## config.mk

```make
export PLATFORM = sky130hd
export DESIGN_NAME = matrix_input_parser_flat
export DESIGN_NICKNAME = d
export VERILOG_FILES = /design/src/rtl/matrix_input_parser_if.sv /design/src/rtl/matrix_input_parser.sv /design/src/flat_wrapper.sv
export SDC_FILE = /design/constraint.sdc
export NUM_CORES = 1
export LEC_CHECK = 0
export CORE_AREA = 5 5 167 169
export DETAILED_ROUTE_END_ITERATION = 12
export DIE_AREA = 0 0 172 174
export GPL_TIMING_DRIVEN = 0
export PLACE_DENSITY = 0.75
export SETUP_SLACK_MARGIN = 0.4
export SLEW_MARGIN = 0
export SYNTH_ARGS = -nofsm -noshare
export SYNTH_HDL_FRONTEND = slang
export SYNTH_SLANG_ARGS = --single-unit
```

## constraint.sdc

```tcl
create_clock -name clk -period 3 [get_ports clk]
set_clock_uncertainty 0.1 [all_clocks]
set_input_delay 0.3 -clock clk [delete_from_list [all_inputs] [get_ports clk]]
set_output_delay 0.3 -clock clk [all_outputs]
set_load 0.01 [all_outputs]
```

## src/rtl/matrix_input_parser_if.sv

```systemverilog
`default_nettype none
// ============================================================================
// Module   : matrix_input_parser_if
// Purpose  : Token-in / matrix-out bus between the number decoder, the main
//            FSM control pulses and the matrix parser.
//            mat_out layout (matrix_t, 207 bits):
//              [206]     is_valid
//              [205:203] rows
//              [202:200] cols
//              [199:0]   cells[r][c] at bit (r*40 + c*8), 8-bit signed
// Revision : 1.0 - initial release
// ============================================================================
interface matrix_input_parser_if;
  logic         start;
  logic         abort;
  logic         tok_valid;
  logic [7:0]   tok_data;
  logic         tok_ready;
  logic         busy;
  logic         mat_valid;
  logic [206:0] mat_out;
  logic [4:0]   elem_cnt;
  logic         err;
  logic [1:0]   err_code;

  // Parser side
  modport slave (
    input  start, abort, tok_valid, tok_data,
    output tok_ready, busy, mat_valid, mat_out, elem_cnt, err, err_code
  );

  // Token source / controller side
  modport master (
    output start, abort, tok_valid, tok_data,
    input  tok_ready, busy, mat_valid, mat_out, elem_cnt, err, err_code
  );
endinterface
`default_nettype wire

```

## src/rtl/matrix_input_parser.sv

```systemverilog
`default_nettype none
// ============================================================================
// Module   : matrix_input_parser
// Purpose  : Builds one matrix from a token stream: rows, cols, then
//            rows*cols elements in row-major order. Validates dimensions and
//            element range and aborts on inactivity timeout.
// Revision : 1.0 - initial release
// ============================================================================
module matrix_input_parser #(
  parameter int                 MAX_ROWS       = 5,
  parameter int                 MAX_COLS       = 5,
  parameter logic signed [7:0]  VAL_MIN        = 8'sd0,
  parameter logic signed [7:0]  VAL_MAX        = 8'sd9,
  parameter int                 TIMEOUT_CYCLES = 1_000_000_000
) (
  input  wire logic              clk,
  input  wire logic              rst,
  matrix_input_parser_if.slave   bus
);

  localparam int CNT_W = $clog2(TIMEOUT_CYCLES + 1);
  localparam logic [CNT_W-1:0] CNT_LAST = CNT_W'(TIMEOUT_CYCLES - 1);

  localparam logic [1:0] ERR_NONE  = 2'd0;
  localparam logic [1:0] ERR_DIM   = 2'd1;
  localparam logic [1:0] ERR_RANGE = 2'd2;
  localparam logic [1:0] ERR_TMO   = 2'd3;

  typedef struct packed {
    logic                  is_valid;
    logic [2:0]            rows;
    logic [2:0]            cols;
    logic [4:0][4:0][7:0]  cells;
  } matrix_t;

  typedef enum logic [2:0] {
    S_IDLE      = 3'd0,
    S_GET_ROWS  = 3'd1,
    S_GET_COLS  = 3'd2,
    S_GET_ELEMS = 3'd3,
    S_DONE      = 3'd4,
    S_FAIL      = 3'd5
  } state_t;

  state_t           state_q, state_d;
  matrix_t          mat_q, mat_d;
  logic [4:0]       elem_cnt_q, elem_cnt_d;
  logic [1:0]       err_code_q, err_code_d;
  logic [CNT_W-1:0] tmo_cnt_q, tmo_cnt_d;
  logic [2:0]       row_q, row_d;
  logic [2:0]       col_q, col_d;

  logic              tok_ready;
  logic              accept;
  logic signed [7:0] tok_s;

  assign tok_s     = $signed(bus.tok_data);
  assign tok_ready = (state_q == S_GET_ROWS) || (state_q == S_GET_COLS) ||
                     (state_q == S_GET_ELEMS);
  assign accept    = bus.tok_valid && tok_ready;

  // State and datapath registers with synchronous reset
  always_ff @(posedge clk) begin
    if (rst) begin
      state_q    <= S_IDLE;
      mat_q      <= '0;
      elem_cnt_q <= '0;
      err_code_q <= ERR_NONE;
      tmo_cnt_q  <= '0;
      row_q      <= '0;
      col_q      <= '0;
    end else begin
      state_q    <= state_d;
      mat_q      <= mat_d;
      elem_cnt_q <= elem_cnt_d;
      err_code_q <= err_code_d;
      tmo_cnt_q  <= tmo_cnt_d;
      row_q      <= row_d;
      col_q      <= col_d;
    end
  end

  // Next-state logic: abort beats accept, accept beats timeout
  always_comb begin
    state_d    = state_q;
    mat_d      = mat_q;
    elem_cnt_d = elem_cnt_q;
    err_code_d = err_code_q;
    tmo_cnt_d  = tmo_cnt_q;
    row_d      = row_q;
    col_d      = col_q;

    unique case (state_q)
      S_IDLE: begin
        if (bus.start && !bus.abort) begin
          mat_d      = '0;
          elem_cnt_d = '0;
          err_code_d = ERR_NONE;
          tmo_cnt_d  = '0;
          row_d      = '0;
          col_d      = '0;
          state_d    = S_GET_ROWS;
        end
      end

      S_GET_ROWS, S_GET_COLS, S_GET_ELEMS: begin
        if (bus.abort) begin
          state_d = S_IDLE;
        end else if (accept) begin
          tmo_cnt_d = '0;
          if (state_q == S_GET_ROWS) begin
            if (tok_s >= 1 && tok_s <= MAX_ROWS) begin
              mat_d.rows = bus.tok_data[2:0];
              state_d    = S_GET_COLS;
            end else begin
              err_code_d = ERR_DIM;
              state_d    = S_FAIL;
            end
          end else if (state_q == S_GET_COLS) begin
            if (tok_s >= 1 && tok_s <= MAX_COLS) begin
              mat_d.cols = bus.tok_data[2:0];
              state_d    = S_GET_ELEMS;
            end else begin
              err_code_d = ERR_DIM;
              state_d    = S_FAIL;
            end
          end else begin
            if (tok_s >= VAL_MIN && tok_s <= VAL_MAX) begin
              mat_d.cells[row_q][col_q] = bus.tok_data;
              elem_cnt_d = elem_cnt_q + 5'd1;
              if (col_q == mat_q.cols - 3'd1) begin
                col_d = '0;
                if (row_q == mat_q.rows - 3'd1) begin
                  mat_d.is_valid = 1'b1;
                  state_d        = S_DONE;
                end else begin
                  row_d = row_q + 3'd1;
                end
              end else begin
                col_d = col_q + 3'd1;
              end
            end else begin
              err_code_d = ERR_RANGE;
              state_d    = S_FAIL;
            end
          end
        end else if (tmo_cnt_q == CNT_LAST) begin
          err_code_d = ERR_TMO;
          state_d    = S_FAIL;
        end else begin
          tmo_cnt_d = tmo_cnt_q + CNT_W'(1);
        end
      end

      S_DONE, S_FAIL: begin
        state_d = S_IDLE;
      end

      default: begin
        state_d = S_IDLE;
      end
    endcase
  end

  assign bus.tok_ready = tok_ready;
  assign bus.busy      = (state_q != S_IDLE);
  assign bus.mat_valid = (state_q == S_DONE);
  assign bus.err       = (state_q == S_FAIL);
  assign bus.mat_out   = mat_q;
  assign bus.elem_cnt  = elem_cnt_q;
  assign bus.err_code  = err_code_q;

endmodule
`default_nettype wire

```

## src/flat_wrapper.sv

```systemverilog
// flat-port wrapper written by rule: the top's interface ports become plain ports
module matrix_input_parser_flat 
#(
  parameter int                 MAX_ROWS       = 5,
  parameter int                 MAX_COLS       = 5,
  parameter logic signed [7:0]  VAL_MIN        = 8'sd0,
  parameter logic signed [7:0]  VAL_MAX        = 8'sd9,
  parameter int                 TIMEOUT_CYCLES = 1_000_000_000
)
  (clk, rst, bus_start, bus_abort, bus_tok_valid, bus_tok_data, bus_tok_ready, bus_busy, bus_mat_valid, bus_mat_out, bus_elem_cnt, bus_err, bus_err_code);
  matrix_input_parser_if bus_i ();
  input  wire logic clk;
  input  wire logic rst;
  input wire logic [$bits(bus_i.start)-1:0] bus_start;
  input wire logic [$bits(bus_i.abort)-1:0] bus_abort;
  input wire logic [$bits(bus_i.tok_valid)-1:0] bus_tok_valid;
  input wire logic [$bits(bus_i.tok_data)-1:0] bus_tok_data;
  output wire logic [$bits(bus_i.tok_ready)-1:0] bus_tok_ready;
  output wire logic [$bits(bus_i.busy)-1:0] bus_busy;
  output wire logic [$bits(bus_i.mat_valid)-1:0] bus_mat_valid;
  output wire logic [$bits(bus_i.mat_out)-1:0] bus_mat_out;
  output wire logic [$bits(bus_i.elem_cnt)-1:0] bus_elem_cnt;
  output wire logic [$bits(bus_i.err)-1:0] bus_err;
  output wire logic [$bits(bus_i.err_code)-1:0] bus_err_code;
  assign bus_i.start = bus_start;
  assign bus_i.abort = bus_abort;
  assign bus_i.tok_valid = bus_tok_valid;
  assign bus_i.tok_data = bus_tok_data;
  assign bus_tok_ready = bus_i.tok_ready;
  assign bus_busy = bus_i.busy;
  assign bus_mat_valid = bus_i.mat_valid;
  assign bus_mat_out = bus_i.mat_out;
  assign bus_elem_cnt = bus_i.elem_cnt;
  assign bus_err = bus_i.err;
  assign bus_err_code = bus_i.err_code;
  matrix_input_parser #(.MAX_ROWS(MAX_ROWS), .MAX_COLS(MAX_COLS), .VAL_MIN(VAL_MIN), .VAL_MAX(VAL_MAX), .TIMEOUT_CYCLES(TIMEOUT_CYCLES)) u_core (.clk(clk), .rst(rst), .bus(bus_i));
endmodule
```

==> parameters.txt <==
Parameter                              Value

Outcome
  Status ... complete, no violations

Power and ir drop
  Leak pwr ... 5.32 nW
  Maximum VDD drop ... approximately 0.40 mV
  Ratio of total power to cell area ... roughly 540 nW/um^2

Hold path
  Terminating pin of the worst hold path ... u_core.tmo_cnt_q[14]
  Hold WC Path Type ... primary input to register
  Number of instances on the worst hold path ... 3
  Launch instance of the worst min-delay path ... rst

Die
  Placement row count ... 60
  Die X ... ~170 um
  Area of the die ... 29900 sq um
  Core area ... 26400 sq um
  Number of top-level pins ... roughly 230
  Initial Utilization ... 39.0%
  Vertical die dimension ... ~170 um

Clocking
  Clock tree from TritonCTS ... built
  CTS sink cnt ... ~250
  Quantity of hold-fixing buffers added after cts ... 0
  Clock Latency Late Sink ... about 0.55 ns
  Clock input transition at the sequential cells of the worst setup and hold paths ... 0.06 ns
  Number of H-tree branching levels ... 1
  Num CTS Buffers ... 27
  CTS root buf ... clkbuf_16
  Buffers from clock root to sink, at most ... 3

Synthesis
  Average cell area after synthesis ... 9.04 sq um
  Count of mapped cells out of synthesis ... between 1k and 1.5k
  Post-synthesis cell area ... between 10000 and 15000 sq um
  Post-synth net total ... between 1k and 1.5k
  Number of register bits inferred by synthesis ... 253
  Distinct cell type count of the synthesized netlist ... 63
  Number of flops mapped to enable cells by yosys ... 0
  Primary flip-flop cell chosen by synthesis mapping ... dfxtp_1
  Post-synthesis async set-or-reset flop share ... 0%
  Share of the yosys chip area belonging to registers ... 49.1%
  Syn. warnings ... 0

STA
  Max transition margin ... 31.1%
  Worst hold margin ... around 0.2 ns
  Unrepaired setup endpoints after global routing ... true
  Peak clock frequency supported by timing ... between 300 and 400 MHz
  Max Slew Vio Count ... 0
  Post-route fraction of the period consumed by the critical path ... 87.6%
  Slew at the pin with the worst max-slew slack ... between 1 and 1.5 ns
  Setup violations, final ... 0
  Final number of hold-violating endpoints ... 0
  Shortest clock period the worst path allows after layout ... 2.63 ns

Place
  HPWL Detailed ... approximately 26000 um
  Buffers added on ports ... between 200 and 250
  RePlAce Congestion ... 0.929
  Dpl cell area ... 13000 sq um

Setup path
  Highest net fanout along the worst path ... 10
  Data arrival time of the worst path ... between 2 and 3 ns
  Capturing point of the worst reg2reg path ... u_core.bus.mat_out[166]
  Critical path class ... register to register
  Kind of start point of the critical path ... register
  Worst r2r path cells ... 8
  Crit end category ... register
  Worst r2r src ... u_core.state_q[1]
  Data required, critical path ... ~3.3 ns
  Setup slack of the worst register-to-register path ... approximately 0.37 ns

Cells and area
  Area of all placed cells without fillers ... 14200 sq um
  Layout-stage area growth over the synthesis result ... 38.1%
  Net count reported at finish ... around 1.4k
  Share of layout cells above drive strength 1 ... about 8.5%
  Filler instances ... roughly 2.4k
  Count of inserted antenna diode cells ... 0

Detailed routing
  Antenna Violating Nets Remaining ... 0
  Total DRC errors in the routed layout ... 0
  Number of vias in the routed layout ... 10.3k
  Detail-routed net length per standard cell ... about 21 um
  Detailed-router iteration count before antenna repair ... 6
  Via-per-instance ratio ... about 5.8
  Number of DRC markers in iteration 0 ... ~1.0k
  Routed WL ... about 37000 um

Global routing
  Global-route wire length before repair ... 56800 um
  Global-route usage over all layers ... 23.6%
  Maximum number of pins on one net before global-route repair ... 15
  Total grt overflow ... 0
  Antenna violations before repair ... 0
  Vias in the first global route ... between 9k and 10k

Run
  Maxcap violations ... 0
## placed cells by master, fill, tap and decap left out, types with 14 or more instances in the layout
| cell type | Yosys | routed |
|---|---|---|
| nand2_1 | 82 | 82 |
| mux2i_1 | 28 | 28 |
| dfxtp_1 | 253 | 250 |
| nor2_1 | 22 | 20 |
| clkbuf_16 | 0 | 28 |
| clkbuf_2 | 0 | 16 |
| nand3_1 | 72 | 71 |
| o211ai_1 | 86 | 86 |
| or3_1 | 14 | 14 |
| o21ai_0 | 27 | 25 |
| and3_1 | 111 | 111 |
| clkdlybuf4s50_1 | 0 | 227 |
| clkbuf_1 | 92 | 74 |
| nand4_1 | 66 | 66 |
| a21oi_1 | 108 | 108 |
| nor3_1 | 17 | 17 |
## power breakdown
| group | total, mW | switching [mW] | internal (mW) |
|---|---|---|---|
| Sequential | 3.38 | 0.00981 | 3.37 |
| Clock | 3.69 | 1.43 | 2.26 |
| Combinational | 0.656 | 0.493 | 0.162 |
| Total | 7.73 | 1.94 | 5.79 |
## sequential cells by signal, summed over array words and instances, names as in the netlist
register             flops
u_core.col_q             3
u_core.bus.err_code      2
u_core.row_q             3
u_core.bus.mat_out     207
u_core.state_q           3
u_core.tmo_cnt_q        30
u_core.bus.elem_cnt      5
## Yosys cell counts (3+ instances only)
master	instances	area share, %
dfxtp_1	253	49
and3_1	111	6.7
a21oi_1	108	5.2
clkbuf_1	92	3.4
o211ai_1	86	6.3
nand2_1	82	3.0
nand3_1	72	3.5
nand4_1	66	4.0
mux2i_1	28	2.7
o21ai_0	27	1.3
nor2_1	22	0.80
nor3_1	17	0.83
or3_1	14	0.85
or4_1	14	1.0
inv_1	13	0.47
and2_1	11	0.67
buf_2	11	0.53
nor4_1	8	0.49
a31oi_1	7	0.42
nor3b_1	7	0.51
ha_1	6	0.73
a311oi_1	5	0.42
nand2b_1	5	0.30
nand3_2	5	0.49
or2_2	5	0.30
xor2_1	5	0.42
o211a_1	4	0.39
o21a_1	4	0.29
o31ai_1	4	0.29
xnor2_1	4	0.34
and4_1	3	0.25
nand4b_1	3	0.25
o31a_1	3	0.25
## through the flow
stage,power [mW],util [%],setup TNS (ns),cells,setup slack [ns]
2_1_floorplan,3.83,-,0,1140,0.637
3_3_place_gp,4.06,49.3,-21.81,1710,-0.243
3_5_place_dp,4.07,49.3,-24.33,1710,-0.274
4_1_cts,7.73,53.3,0,1760,0.401
5_1_grt,7.97,53.9,0,1768,0.290
6_report,7.73,53.9,0,1768,0.371
## how the worst max path moves through the flow
| stage | startpoint | endpoint | cells past startpoint |
|---|---|---|---|
| after global routing | u_core.state_q[1] | u_core.bus.mat_out[164] | 8 |
| after CTS | u_core.state_q[0] | bus_mat_valid | 4 |
| after global placement | bus_start | u_core.bus.mat_out[180] | 8 |
| after detailed placement | bus_start | u_core.bus.mat_out[180] | 8 |
| final | u_core.state_q[1] | u_core.bus.mat_out[166] | 8 |
| after floorplan | u_core.tmo_cnt_q[21] | u_core.state_q[0] | 6 |
## logic make-up after synthesis
group / share of synthesized area (%)
flops: 49.1
fa+ha+maj: 0.728
xor+xnor: 0.983
buf+inv: 4.58
mux: 2.83
simple gates: 25.7
compound gates: 16.1
## layer usage
| metal | global-route usage [%] | up-vias | part of all wire [%] |
|---|---|---|---|
| li1 | - | 4769 | - |
| met1 | 31.5 | 4960 | 41 |
| met2 | 36.5 | 509 | 45 |
| met3 | 6.87 | 85 | 10 |
| met4 | 7.93 | 0 | 3.6 |
| met5 | 0 | - | 0 |
## critical path, cell delays in order (launching register included)
cell and delay (ns):
dfxtp_1 0.31, clkbuf_2 0.19, or3b_2 0.52, a21oi_4 0.20, a31o_2 0.19, buf_4 0.16, buf_4 0.21, nand3_2 0.30
and3_1 0.35
## cell type report
| type | instances | area (sq um) | share of cell area (%) |
|---|---|---|---|
| Clock inverter | 14 | 214 | 1.50 |
| Clock buffer | 35 | 776 | 5.45 |
| Buffer | 106 | 469 | 3.30 |
| Timing Repair Buffer | 238 | 2380 | 16.7 |
| Tap cell | 341 | 427 | 3.00 |
| Sequential cell | 253 | 5070 | 35.6 |
| Multi-Input combinational cell | 768 | 4850 | 34.1 |
| Inverter | 13 | 48.8 | 0.343 |
## repair_timing
action | in CTS | in global routing
endpoints found under the setup margin | 221 | 209
buffers inserted | 1 | 6
gates resized for setup | 24 | 34
cloned | 0 | 2
pin swaps | 2 | 7
Note: power is estimated with default switching activity, not from simulation.
